<file path="config.mk">
export PLATFORM = sky130hd
export DESIGN_NAME = rd_req_arbiter
export DESIGN_NICKNAME = d
export VERILOG_FILES = /design/src/rtl/rd_arb_pkg.sv /design/src/rtl/rd_req_arbiter_rr_pick.sv /design/src/rtl/rd_req_arbiter.sv
export SDC_FILE = /design/constraint.sdc
export NUM_CORES = 1
export LEC_CHECK = 0
export ABC_AREA = 1
export CAP_MARGIN = 20
export CORE_AREA = 3 3 168 170
export DETAILED_ROUTE_END_ITERATION = 8
export DIE_AREA = 0 0 171 173
export PLACE_DENSITY = 0.52
export SYNTH_ARGS = -nofsm -noshare
export SYNTH_HDL_FRONTEND = slang
export SYNTH_SLANG_ARGS = --single-unit
</file>
<file path="constraint.sdc">
create_clock -name clk -period 2.54 [get_ports clk]
set_input_delay 0.381 -clock clk [delete_from_list [all_inputs] [get_ports clk]]
set_output_delay 0.381 -clock clk [all_outputs]
set_load 0.02 [all_outputs]
</file>
<file path="src/rtl/rd_arb_pkg.sv">
// Shared types and default widths for the AXI read-request arbiter.
//   req_t        : one requester's burst request (start address, beat count)
//   arb_state_e  : AR-issue FSM states
package rd_arb_pkg;

  localparam int AXIADDR_WIDTH = 32;
  localparam int AXIDATA_WIDTH = 128;
  localparam int BURSTBIT      = 8;

  typedef struct packed {
    logic [AXIADDR_WIDTH-1:0] addr;
    logic [BURSTBIT-1:0]      burst;
  } req_t;

  typedef enum logic [1:0] {
    IDLE  = 2'd0,
    GRANT = 2'd1,
    ADDR  = 2'd2
  } arb_state_e;

endpackage

</file>
<file path="src/rtl/rd_req_arbiter_rr_pick.sv">
// Combinational round-robin selector.
// Picks the first set bit of valid at or above ptr, wrapping from N-1 to 0.
//   valid : request vector
//   ptr   : search start index (must be < N)
//   idx   : winning index (0 when nothing is found)
//   found : at least one valid bit was set
module rr_pick
  import rd_arb_pkg::*;
#(
  parameter int N  = 3,
  parameter int IW = (N > 1) ? $clog2(N) : 1
) (
  input  logic [N-1:0]  valid,
  input  logic [IW-1:0] ptr,
  output logic [IW-1:0] idx,
  output logic          found
);

  always_comb begin
    int              cand;
    logic [IW-1:0]   cand_idx;
    found    = 1'b0;
    idx      = '0;
    cand     = 0;
    cand_idx = '0;
    for (int k = 0; k < N; k++) begin
      cand = int'(ptr) + k;
      if (cand >= N) cand = cand - N;
      cand_idx = IW'(cand);
      if (!found && valid[cand_idx]) begin
        found = 1'b1;
        idx   = cand_idx;
      end
    end
  end

endmodule

</file>
<file path="src/rtl/rd_req_arbiter.sv">
// Shares one AXI4 read port among REQ_NUM burst requesters (0 = map_ctrl,
// 1.. = pixel-cache line fillers). Round-robin AR arbitration with a cap on
// outstanding bursts; R beats are steered back combinationally by rid.
//
// Ports:
//   clk, rstn                      clock, async active-low reset
//   req_valid/req_addr/req_burst   per-requester burst requests (held until ready)
//   req_ready                      one-cycle accept pulse to the winner
//   m_ar*                          AXI AR channel (master side)
//   m_r*                           AXI R channel (master side)
//   rsp_valid/rsp_data/rsp_last    per-requester beat delivery (shared data bus)
//   rsp_ready                      per-requester beat acceptance
//
// State  | meaning
// IDLE   | waiting for a request while below the outstanding cap
// GRANT  | one cycle: pick winner, pulse req_ready, latch AR fields
// ADDR   | m_arvalid high until m_arready
module rd_req_arbiter #(
  parameter int REQ_NUM         = 3,
  parameter int AXIADDR_WIDTH   = rd_arb_pkg::AXIADDR_WIDTH,
  parameter int AXIDATA_WIDTH   = rd_arb_pkg::AXIDATA_WIDTH,
  parameter int BURSTBIT        = rd_arb_pkg::BURSTBIT,
  parameter int OUTSTANDING_NUM = 4,
  localparam int ID_WIDTH       = (REQ_NUM > 1) ? $clog2(REQ_NUM) : 1
) (
  input  logic                                  clk,
  input  logic                                  rstn,
  input  logic [REQ_NUM-1:0]                    req_valid,
  input  logic [REQ_NUM-1:0][AXIADDR_WIDTH-1:0] req_addr,
  input  logic [REQ_NUM-1:0][BURSTBIT-1:0]      req_burst,
  output logic [REQ_NUM-1:0]                    req_ready,
  output logic [AXIADDR_WIDTH-1:0]              m_araddr,
  output logic [BURSTBIT-1:0]                   m_arlen,
  output logic [ID_WIDTH-1:0]                   m_arid,
  output logic                                  m_arvalid,
  input  logic                                  m_arready,
  input  logic                                  m_rvalid,
  input  logic [AXIDATA_WIDTH-1:0]              m_rdata,
  input  logic                                  m_rlast,
  input  logic [ID_WIDTH-1:0]                   m_rid,
  output logic                                  m_rready,
  output logic [REQ_NUM-1:0]                    rsp_valid,
  output logic [AXIDATA_WIDTH-1:0]              rsp_data,
  output logic                                  rsp_last,
  input  logic [REQ_NUM-1:0]                    rsp_ready
);

  import rd_arb_pkg::*;

  localparam int CNT_W = $clog2(OUTSTANDING_NUM + 1);

  arb_state_e          state_q, state_d;
  logic [ID_WIDTH-1:0] ptr_q;
  logic [ID_WIDTH-1:0] win_idx;
  logic                win_found;
  logic [CNT_W-1:0]    cnt_q;
  req_t                win_req;
  logic                can_issue;
  logic                ar_hs;
  logic                r_done;

  rr_pick #(
    .N  (REQ_NUM),
    .IW (ID_WIDTH)
  ) u_rr_pick (
    .valid (req_valid),
    .ptr   (ptr_q),
    .idx   (win_idx),
    .found (win_found)
  );

  assign win_req.addr  = req_addr[win_idx];
  assign win_req.burst = req_burst[win_idx];

  assign can_issue = (cnt_q < CNT_W'(OUTSTANDING_NUM));
  assign m_arvalid = (state_q == ADDR);
  assign ar_hs     = m_arvalid && m_arready;
  // A stray rlast with nothing outstanding must not wrap the counter.
  assign r_done    = m_rvalid && m_rready && m_rlast && (cnt_q != '0);

  always_comb begin
    state_d   = state_q;
    req_ready = '0;
    case (state_q)
      IDLE: begin
        if (|req_valid && can_issue) state_d = GRANT;
      end
      GRANT: begin
        if (win_found) begin
          req_ready[win_idx] = 1'b1;
          state_d            = ADDR;
        end else begin
          state_d = IDLE;
        end
      end
      ADDR: begin
        if (m_arready) state_d = IDLE;
      end
      default: state_d = IDLE;
    endcase
  end

  always_ff @(posedge clk or negedge rstn) begin
    if (!rstn) begin
      state_q  <= IDLE;
      ptr_q    <= '0;
      m_araddr <= '0;
      m_arlen  <= '0;
      m_arid   <= '0;
    end else begin
      state_q <= state_d;
      if (state_q == GRANT && win_found) begin
        m_araddr <= win_req.addr;
        m_arlen  <= win_req.burst - 1'b1;
        m_arid   <= win_idx;
        ptr_q    <= (win_idx == ID_WIDTH'(REQ_NUM - 1)) ? '0 : win_idx + 1'b1;
      end
    end
  end

  always_ff @(posedge clk or negedge rstn) begin
    if (!rstn) begin
      cnt_q <= '0;
    end else begin
      case ({ar_hs, r_done})
        2'b10:   cnt_q <= cnt_q + 1'b1;
        2'b01:   cnt_q <= cnt_q - 1'b1;
        default: cnt_q <= cnt_q;
      endcase
    end
  end

  // Unknown rid: accept and drop the beat so the interconnect never stalls.
  always_comb begin
    rsp_valid = '0;
    m_rready  = 1'b1;
    for (int i = 0; i < REQ_NUM; i++) begin
      if (m_rid == ID_WIDTH'(i)) begin
        rsp_valid[i] = m_rvalid;
        m_rready     = rsp_ready[i];
      end
    end
  end

  assign rsp_data = m_rdata;
  assign rsp_last = m_rlast;

endmodule

</file>
==> impl_metrics.py <==
metrics = {
    "worst_setup_path": {
        "crit_buf_inv": 5,
        "critPathSlowestCell": "dfrtp_1",
        "cp-start-kind": "flip-flop",
        "critical_path_class": "flip-flop to flip-flop",
        "worst_ep_arrival_time_ns": 2.72,
        "crit_family": "simple AND/OR/NAND/NOR gates",
        "crit_fanout": 5,
        "path_cells": "buf_6, ha_2, o21ai_2, nand2_4, nand3_2, nand2_2, buf_4, nor2_4, buf_6, nand2_8, buf_6, nor2_4, nor2_4, buf_4, or2_0, a31oi_1",
        "crit_path_end_kind": "flip-flop",
        "reg2reg_slack_ns": 0.04,
        "required_ns": 2.76,
        "cpPeakStageDelay_ns": 0.41,
    },
    "synthesis": {
        "syn_area_per_cell_sq_um": 7.688,
        "synth_area_sq_um": 4090,
        "synth-main-ff-cell": "dfrtp_1",
        "seq_area_frac_synth_pct": 29.98,
        "syn-num-nets": 800,
        "netlist-cell-type-count": 34,
        "yosys_register_bits": 49,
        "ys_warn_count": 0,
        "synthCells": 532,
        "synth_edf_count": 0,
        "async_flop_share_pct": 100.0,
    },
    "drt": {
        "drt_first_pass_iters": 4,
        "drt_iter0_drc": 100,
        "routed_wirelength_um": 16390,
        "avgViaCountPerCell": 3.982,
        "ant_nets": 0,
        "drc": 0,
        "vias": 3926,
        "wl_per_cell_um": 16.63,
    },
    "sta": {
        "max_freq_mhz": 400.1,
        "setup_viol": 0,
        "finalHoldWorstSlack_ns": 0.4808,
        "rsz0062_at_grt": "yes",
        "maxSlewHeadroom_pct": 73.38,
        "slew_viol_final": 0,
        "period_share_pct": 98.40,
        "hold_viol": 0,
        "min_period_ns": 2.499,
        "finClkSkew_ns": 0.006972,
        "tightest_slew_ns": 0.3993,
    },
    "cts": {
        "cts_buffers": 5,
        "clk_latency_ns": 0.30,
        "cts.path.max_buffers": 2,
        "clockRootBuffer": "clkbuf_16",
        "htreeDepth": 2,
        "cts.sinks": 49,
        "clkSlewWorstSetupHoldPaths_ns": 0.08,
        "cts_tree": "yes",
    },
    "place": {
        "gp_congestion": 0.8011,
        "dpl_cell_area_sq_um": 5782,
        "hpwl_um": 12960,
        "place.port_buffers": 183,
    },
    "floorplanning": {
        "die_area_sq_um": 29580,
        "fp.dieH_um": 173,
        "coreArea_sq_um": 26880,
        "dieWidth_um": 171,
        "row_count": 60,
        "start_util_pct": 15.22,
        "ios": 440,
    },
    "global_routing": {
        "grt_usage_pct": 10.39,
        "grt_pass1_vias": 3942,
        "overflow": 0,
        "grt_max_degree": 42,
        "grt_pass1_wl_um": 23250,
        "antenna_found_initial": 0,
    },
    "layout": {
        "drive_above_1_share_pct": 23.72,
        "final_nets": 912,
        "syn_to_final_growth_pct": 53.29,
        "layout_commonest_cell": "clkdlybuf4s50_1",
        "final_area_sq_um": 6270,
        "diodes": 0,
        "regArea_sq_um": 1227,
        "multi_input_area_sq_um": 1884,
        "utilization_pct": 23.33,
        "final_cell_mix": "clkdlybuf4s50_1 (179), a21oi_1 (64), buf_4 (55)",
        "fillCellCount": 2974,
    },
    "run": {
        "cap_viol_max_count": 0,
    },
    "pwr": {
        "leakage_nw": 2.602,
        "p_per_area_nw_per_um2": 1515,
        "power.total_mw": 9.496,
        "vdd_drop_max_uv": 706.1,
    },
    "run_status": {
        "status": "complete, no violations",
    },
    "hold_path": {
        "min_path_type": "flip-flop to flip-flop",
    },
}
[timing repair]
item                       CTS  global route
gates resized for setup     30            54
hold endpoints to repair     9             0
buffers inserted             3            10
setup endpoints to repair   46            47
hold buffers                 1             0
pin swaps                   10            27
[cells by family after synthesis]
family | after synthesis | synth area share [%]
and+or+nand+nor | 183 | 22.09
xor gates and xnor gates | 2 | 0.4283
AOI/OAI and AO/OA | 112 | 16.18
adders and majority gates | 7 | 2.325
buffers and inverters | 179 | 29.00
DFF | 49 | 29.98
[area by class of cell]
type / instances / share of cell area (%)
Tap cell: 341 / 6.805
Sequential cell: 49 / 19.58
Clock inverter: 1 / 0.1197
Clock buffer: 7 / 2.115
Timing Repair Buffer: 253 / 39.19
Multi-Input combinational cell: 304 / 30.05
Inverter: 31 / 2.135
[sequential cells by signal, summed over array words and instances (netlist names)]
register,cells
m_araddr,32
m_arlen,8
cnt_q,3
m_arid,2
ptr_q,2
state_q,2
[power by group]
group | leakage, nW | total, mW | switching (mW) | internal, mW
combinational | 1.98 | 7.40 | 4.01 | 3.39
sequential | 0.562 | 1.41 | 0.220 | 1.19
clock | 0.0641 | 0.690 | 0.322 | 0.368
[per-stage QoR]
stage | setup slack (ns) | TNS (ns) | cells
2_1_floorplan | 0.1453 | 0 | 532
3_3_place_gp | -0.2591 | -5.349 | 966
3_5_place_dp | -0.2877 | -6.858 | 966
4_1_cts | 0.006319 | 0 | 978
5_1_grt | -0.1343 | -2.051 | 986
6_report | 0.04068 | 0 | 986
[final timing paths]
kind                       cells past startpoint           end  startpoint
setup / recovery                              16    m_arlen[2]    ptr_q[0]
hold / removal                                 1      cnt_q[0]    cnt_q[0]
setup reg to reg                              16    m_arlen[2]    ptr_q[0]
hold reg to reg                                1      cnt_q[0]    cnt_q[0]
max in group asynchronous                      3      ptr_q[1]        rstn
min in group asynchronous                      2  m_araddr[28]        rstn
[metal layers]
| metal | part of all wire, % | global-route usage, % | wire [um] |
|---|---|---|---|
| met1 | 35 | 10.24 | 5723 |
| met2 | 51 | 18.73 | 8348 |
| met3 | 8.9 | 3.452 | 1462 |
| met4 | 5.2 | 6.103 | 858 |
| met5 | 0 | 0 | 0 |
[synthesized netlist by cell type, types with 2 or more instances]
master      n  area share, %
clkbuf_1    6           0.55
nor2_1     51            4.7
nor2_4      6            1.7
nor2_2      7            1.1
buf_2      10            1.2
o22ai_1     2           0.31
nand3_1    22            2.7
buf_4     129             24
a31oi_1     6           0.92
a22oi_1    33            6.1
inv_1      24            2.2
nand2_1    65            6.0
nand3_2     5            1.2
ha_1        6            1.8
buf_6       2           0.55
a21oi_1    64            7.8
nand2_2     7            1.1
dfrtp_1    49             30
nand3b_1    4           0.73
o21ai_0     4           0.49
nand2_4     4            1.1
nand4_1     3           0.46
inv_2       6           0.55
nor3_1      7           0.86
Note: power is estimated with default switching activity, not from simulation.
